[config.mk]
export PLATFORM = sky130hd
export DESIGN_NAME = ecdh_session_ctrl
export DESIGN_NICKNAME = d
export VERILOG_FILES = /design/src/rtl/ecdh_session_ctrl_pkg.sv /design/src/rtl/ecdh_session_ctrl.sv
export SDC_FILE = /design/constraint.sdc
export NUM_CORES = 2
export LEC_CHECK = 0
export ABC_CLOCK_PERIOD_IN_PS = 4200
export BUFFER_PORTS_ARGS = -buffer_cell sky130_fd_sc_hd__buf_2
export CAP_MARGIN = 10
export CORE_AREA = 2 2 747 749
export CTS_CLUSTER_DIAMETER = 200
export CTS_CLUSTER_SIZE = 14
export DETAILED_ROUTE_END_ITERATION = 7
export DIE_AREA = 0 0 749 751
export GPL_TIMING_DRIVEN = 0
export PLACE_DENSITY_LB_ADDON = 0.2
export SKIP_CTS_REPAIR_TIMING = 1
export SLEW_MARGIN = 20
export SYNTH_ARGS = -nofsm -noshare
export SYNTH_HDL_FRONTEND = slang
export SYNTH_SLANG_ARGS = --single-unit
export TNS_END_PERCENT = 10
[constraint.sdc]
create_clock -name clk -period 4.2 [get_ports clk]
set_input_delay 1.26 -clock clk [delete_from_list [all_inputs] [get_ports clk]]
set_output_delay 1.26 -clock clk [all_outputs]
set_load 0.02 [all_outputs]
[src/rtl/ecdh_session_ctrl_pkg.sv]
// ECDH session controller shared types: operand width, curve base point,
// FSM states, op codes and response error codes.
package ecdh_session_ctrl_pkg;

  localparam int BW_GF = 192;

  // NIST P-192 generator
  localparam logic [BW_GF-1:0] GX =
    192'h188da80eb03090f67cbf20eb43a18800f4ff0afd82ff1012;
  localparam logic [BW_GF-1:0] GY =
    192'h07192b95ffc8da78631011ed6b24cdd573f977a11e794811;

  typedef enum logic [1:0] {
    ST_IDLE,
    ST_ISSUE,
    ST_WAIT,
    ST_RESP
  } state_t;

  localparam logic OP_KEYGEN = 1'b0;
  localparam logic OP_SHARED = 1'b1;

  localparam logic [1:0] ERR_OK   = 2'd0;
  localparam logic [1:0] ERR_ZERO = 2'd1;
  localparam logic [1:0] ERR_WDOG = 2'd2;

endpackage

[src/rtl/ecdh_session_ctrl.sv]
// ECDH job initiator for the EC scalar-multiply engine (KEYGEN / SHARED).
// Optional watchdog on the engine wait: define ECDH_WATCHDOG_EN.
module ecdh_session_ctrl
  import ecdh_session_ctrl_pkg::*;
#(
  parameter int BW = BW_GF,
  parameter logic [31:0] WDOG_MAX = 32'hFFFF
) (
  input  logic          clk,
  input  logic          rst,
  input  logic          req_valid,
  output logic          req_ready,
  input  logic          req_op,
  input  logic [BW-1:0] req_key,
  input  logic [BW-1:0] req_px,
  input  logic [BW-1:0] req_py,
  output logic          resp_valid,
  input  logic          resp_ready,
  output logic [BW-1:0] resp_x,
  output logic [BW-1:0] resp_y,
  output logic [1:0]    resp_err,
  output logic          sm_start,
  output logic [BW-1:0] sm_k,
  output logic [BW-1:0] sm_px,
  output logic [BW-1:0] sm_py,
  input  logic [BW-1:0] sm_qx,
  input  logic [BW-1:0] sm_qy,
  input  logic          sm_valid
);

  state_t state;

`ifdef ECDH_WATCHDOG_EN
  logic [31:0] wdog;
`endif

  always_ff @(posedge clk) begin
    if (rst) begin
      state      <= ST_IDLE;
      req_ready  <= 1'b1;
      resp_valid <= 1'b0;
      resp_x     <= '0;
      resp_y     <= '0;
      resp_err   <= ERR_OK;
      sm_start   <= 1'b0;
      sm_k       <= '0;
      sm_px      <= '0;
      sm_py      <= '0;
`ifdef ECDH_WATCHDOG_EN
      wdog       <= '0;
`endif
    end else begin
      sm_start <= 1'b0;
      case (state)
        ST_IDLE: begin
          if (req_valid && req_ready) begin
            req_ready <= 1'b0;
            sm_k      <= req_key;
            if (req_op == OP_SHARED) begin
              sm_px <= req_px;
              sm_py <= req_py;
            end else begin
              sm_px <= BW'(GX);
              sm_py <= BW'(GY);
            end
            if (req_key == '0) begin
              state      <= ST_RESP;
              resp_valid <= 1'b1;
              resp_err   <= ERR_ZERO;
              resp_x     <= '0;
              resp_y     <= '0;
            end else begin
              state    <= ST_ISSUE;
              sm_start <= 1'b1;
            end
          end
        end
        ST_ISSUE: begin
          state <= ST_WAIT;
`ifdef ECDH_WATCHDOG_EN
          wdog  <= '0;
`endif
        end
        ST_WAIT: begin
          if (sm_valid) begin
            state      <= ST_RESP;
            resp_valid <= 1'b1;
            resp_x     <= sm_qx;
            resp_y     <= sm_qy;
            resp_err   <= ERR_OK;
`ifdef ECDH_WATCHDOG_EN
          end else if (wdog == WDOG_MAX - 32'd1) begin
            state      <= ST_RESP;
            resp_valid <= 1'b1;
            resp_x     <= '0;
            resp_y     <= '0;
            resp_err   <= ERR_WDOG;
          end else begin
            wdog <= wdog + 32'd1;
`endif
          end
        end
        ST_RESP: begin
          if (resp_ready) begin
            state      <= ST_IDLE;
            resp_valid <= 1'b0;
            req_ready  <= 1'b1;
          end
        end
        default: state <= ST_IDLE;
      endcase
    end
  end

endmodule

## After elaboration in Yosys (flattened, before gate mapping)

Index checks and enable logic that the tools add are counted.
Widths: inputs -> output; s select.

| word-level totals | value |
|---|---|
| output and inout port bits | 965 |
| register bits | 967 |
| input bits | 966 |
| word-level logic and storage cells | 57 |

| cells by class | value |
|---|---|
| reduce and logical (&&, ||, !) cells | 12 |
| equality and inequality tests | 7 |
| multiplexer cells | 26 |
| bitwise gates (word level) | 2 |

Operators with widths:

| kind | number |
|---|---|
| $mux 192 | 6 |
| $pmux 192 s2 | 2 |
| $logic_not 192->1 | 1 |
| $mux 2 | 7 |
| $ne 2x2->1 const B | 4 |
| $pmux 2 s4 | 1 |
| $mux 1 | 7 |
| $reduce_and 3->1 | 2 |
| $reduce_and 5->1 | 1 |
| $eq 2x2->1 const B | 2 |
| $pmux 2 s2 | 1 |
| $reduce_and 4->1 | 1 |
| $reduce_bool 2->1 | 2 |
| $pmux 1 s3 | 1 |
| $reduce_bool 3->1 | 1 |
| $reduce_or 3->1 | 1 |
| $eq 2x1->1 const B | 1 |
| $logic_not 2->1 | 1 |
| $not 1->1 | 2 |
| $pmux 1 s2 | 1 |
| $reduce_and 2->1 | 1 |
| $logic_and 1x1->1 | 1 |

## Longest topological paths before layout

| logic depth | value |
|---|---|
| depth after elaboration | 4 |
| gate-level depth with buffers | 10 |
| depth with buffers taken out | 7 |

## Least setup slack after synthesis

OpenSTA, ideal clock, no wires.

| path | value |
|---|---|
| kind | input to register |
| from | input req_key[64] |
| to | register resp_y[15] |
| arrival time | 3239 ps |
| library setup time | 117 ps |
| data required time | 4083 ps |
| path buffers | 2 |
| setup slack | 844 ps |
| cell stages on the path | 8 |
| cells stage by stage | nor4_1 nand4_1 or4_1 o41ai_2 a21oi_2 buf_6 buf_4 a22o_1 |

| between the ends | value |
|---|---|
| cells in the longest elaborated chain, start to end | 3 |

Ends and longest elaborated chain:

| element | RTL line | source |
|---|---|---|
| from (decl) | ecdh_session_ctrl.sv:14 | `input logic [BW-1:0] req_key,` |
| $logic_not 192->1 | ecdh_session_ctrl.sv:66 | `if (req_key == '0) begin` |
| $ne 2x2->1 (no line) | -- |  |
| $reduce_and 4->1 (no line) | -- |  |
| to (signal assigned) | ecdh_session_ctrl.sv:89 | `resp_y <= sm_qy;` |
| to (decl) | ecdh_session_ctrl.sv:20 | `output logic [BW-1:0] resp_y,` |

Every way passes these cells.
A chain may end at the register's enable or synchronous reset.

## Worst setup path in the final report

| path | value |
|---|---|
| from | input req_key[148] |
| to | register resp_y[110] |

Same word-level chain as after synthesis.

==> results.yml <==
critical_path:
  crit_fanout: 10
  arrival_ps: 4800
  worstPathRequired_ps: 4990
  crit_type: "in2reg"
  cp-end-kind: "flip-flop"
  critPathLaunchType: "primary input"
  r2r_slack_ps: 540
placed_design:
  hpwlAfterDp_mm: 362
  pre_cts_ws_ps: -1900
  portBuffers: 1928
  place_congestion: 0.972
  dpl-instance-area_mm2: 0.0510
  place_inst: 12300
synth:
  synthSimpleGateAreaFrac_pct: 15.5
  synthTopCellsByArea: "dfxtp_1 (61%), a22o_1 (16%), nand2_1 (4.6%)"
  synth_top_family_by_area: "compound AO/OA/AOI/OAI gates"
  synth_fa_ha_area_share_pct: 0.118
  synth_area_leader_cell: "dfxtp_1"
  yosys.cell_count.top_type: "dfxtp_1"
  ys_seq_area_share_pct: 60.6
  netlist_area_mm2: 0.0319
  yosysUniqueCellTypes: 31
  syn_area_per_cell_um2: 10.4
  synth_xor_area_share_pct: 0
  syn-num-nets: 4036
  muxShareOfSynthArea_pct: 0
  ys_top_cells_by_count: "dfxtp_1 (966), a22o_1 (585), nand2_1 (389), a21oi_1 (197)"
  synth_seq_cells: 966
  async_reset_ff_share_pct: 0
  synth_compound_area_share_pct: 19.4
  synth_edf_count: 0
  synthFlopType: "dfxtp_1"
  yosysWarnings: 0
  synth_top_cell_area_share_pct: 60.6
  syn_inst: 3067
detailed_routing:
  wl_mm: 405
  drt_iter0_markers: 1943
  ant_nets: 0
  drc_errors: 0
  dr.pass1.iters: 5
  routed_via_density: 2.75
  wire_per_inst_um: 32.1
  vias: 34700
die:
  rows: 274
  ioPinCount: 1931
  die_area_mm2: 0.562
  start_util_pct: 5.75
  coreArea_mm2: 0.555
  floorplan.die.height_um: 751
  die_w_um: 749
power:
  finalPower_mw: 28.5
  pwr-share-comb_pct: 32.0
  switching_power_mw: 12.0
  p_int_mw: 16.6
  ir_drop_v: 0.000292
  p_per_area_mw_per_mm2: 530
  switching_share_pct: 41.9
  p_clk_share_pct: 29.1
  p_leak_nw: 22.2
  p_seq_share_pct: 38.9
timing:
  rsz0062_at_grt: "false"
  worst_pin_slew_ps: 1050
  finalSetupViolCount: 0
  timing.final.ws_setup_ps: 191
  fmax_ghz: 0.249
  min_period_over_period_pct: 95.4
  worst_clock_skew_ps: 55.3
  report.final.slew_viol_count: 0
  hold_viol_final: 0
  period_minus_slack_ps: 4010
  slew_headroom_pct: 29.7
clock_network:
  clkTransAtPathRegs_ps: 70
  cts_tree: "yes"
  clkSinkCount: 966
  htreeDepth: 3
  numCtsBuffers: 88
  root_buffer: "clkbuf_16"
  clockBufferDepth: 4
  insertion_delay_ps: 880
global_routing:
  antenna_found_initial: 377
  grt.overflow.total: 0
  grt_max_degree: 15
  use_met3_pct: 8.14
  grt_pass1_wl_mm: 478
  grt_pass1_vias: 33800
  track_usage_pct: 13.7
  met2_usage_pct: 24.3
  use_met1_pct: 12.9
  busiest_layer: "met2"
cells_and_area:
  final_layout_size_suffix_gt1_share_pct: 42.3
  regArea_mm2: 0.0193
  multi_input_comb_area_mm2: 0.0113
  fill_cells: 64900
  post-route-util_pct: 9.72
  final_nets: 6073
  finalInstanceArea_mm2: 0.0539
  synthToLayoutAreaGrowth_pct: 69.0
  fin_cells: 12600
status:
  status: "finished clean"
min_path:
  hp-class: "reg2reg"
flow_run:
  cap_violations: 0
[routing by layer]
layer  routed length, µm  part of all wire, %
met1              132000                   33
met2              199000                   49
met4               20200                  5.0
met5                1230                 0.30
met3               53000                   13
[power by group through the flow]
stage                     combinational [mW]  sequential [mW]  clock, mW
after floorplan                         2.60             12.6          0
after global placement                  9.59             11.3          0
after detailed placement                9.64             11.3          0
after CTS                               9.67             11.1       8.84
after global routing                    9.88             11.2       9.03
final                                   9.15             11.1       8.30
[placed cells by master, fill, tap and decap left out, types with 3 or more instances in the layout]
cell type and instances:
inv_8 3, diode_2 159, a22o_1 585, nor4_2 5, clkbuf_1 174, inv_1 5
a31oi_1 3, nand2_1 389, clkbuf_2 18, nor4_1 44, nor3b_2 3, buf_16 3
buf_4 7, clkinv_8 4, buf_12 3, ha_1 3, nand4_1 13, nor3_1 185
buf_2 1973, nor4_4 3, buf_6 38, buf_1 10, dfxtp_1 966, a21oi_1 197
nor3b_1 183, nor2_1 187, clkbuf_16 89
[logic make-up (layout without fill, tap and decap cells)]
group	count (synthesis)	after routing
AOI/OAI and AO/OA	793	793
adders and majority gates	3	3
buffers and inverters	283	2335
DFF	966	966
other	1	160
and+or+nand+nor	1021	1021
[metrics by stage]
| step | TNS [ps] | hold slack (ps) |
|---|---|---|
| 3_5_place_dp | -649790 | 444 |
| 5_1_grt | 0 | 465 |
| 3_3_place_gp | -3434690 | 440 |
| 6_report | 0 | 452 |
| 2_1_floorplan | 0 | 493 |
| 4_1_cts | -240310 | 446 |
[cell type report]
cell class / count / area share (%)
flip-flops and latches: 966 / 35.9
repair buffers: 1947 / 18.4
plain buffers: 276 / 2.53
well taps: 7314 / 17.0
diodes: 159 / 0.738
multi-input cells: 1818 / 21.0
clock buffers: 94 / 4.18
inverters: 7 / 0.0487
clock inverters: 11 / 0.288
[path summary, 6_finish.rpt]
| path | start | endpoint | cells past startpoint |
|---|---|---|---|
| hold reg to reg | sm_k[54]$_SDFFE_PP0P_ | sm_k[54]$_SDFFE_PP0P_ | 2 |
| setup / recovery | req_key[148] | resp_y[110]$_SDFFE_PP0P_ | 12 |
| setup reg to reg | state[0]$_SDFFE_PP0P_ | sm_py[83]$_SDFFE_PP0P_ | 9 |
| hold / removal | sm_k[54]$_SDFFE_PP0P_ | sm_k[54]$_SDFFE_PP0P_ | 2 |
[flip-flops by register name, summed over array words and instances (netlist names)]
register and flops:
sm_start 1, resp_y 192, resp_x 192, resp_err 1, sm_px 192, state 2
sm_py 192, resp_valid 1, sm_k 192, req_ready 1
[critical path, stage by stage]
cell and delay (ps):
buf_2 110, nor4_1 670, nand4_1 290, nor4_1 590, a41oi_1 210, nor3_2 170
buf_6 180, buf_6 170, buf_6 180, clkbuf_2 300, buf_2 420, a22o_1 190
No activity file was read; power rests on OpenSTA's default activity.
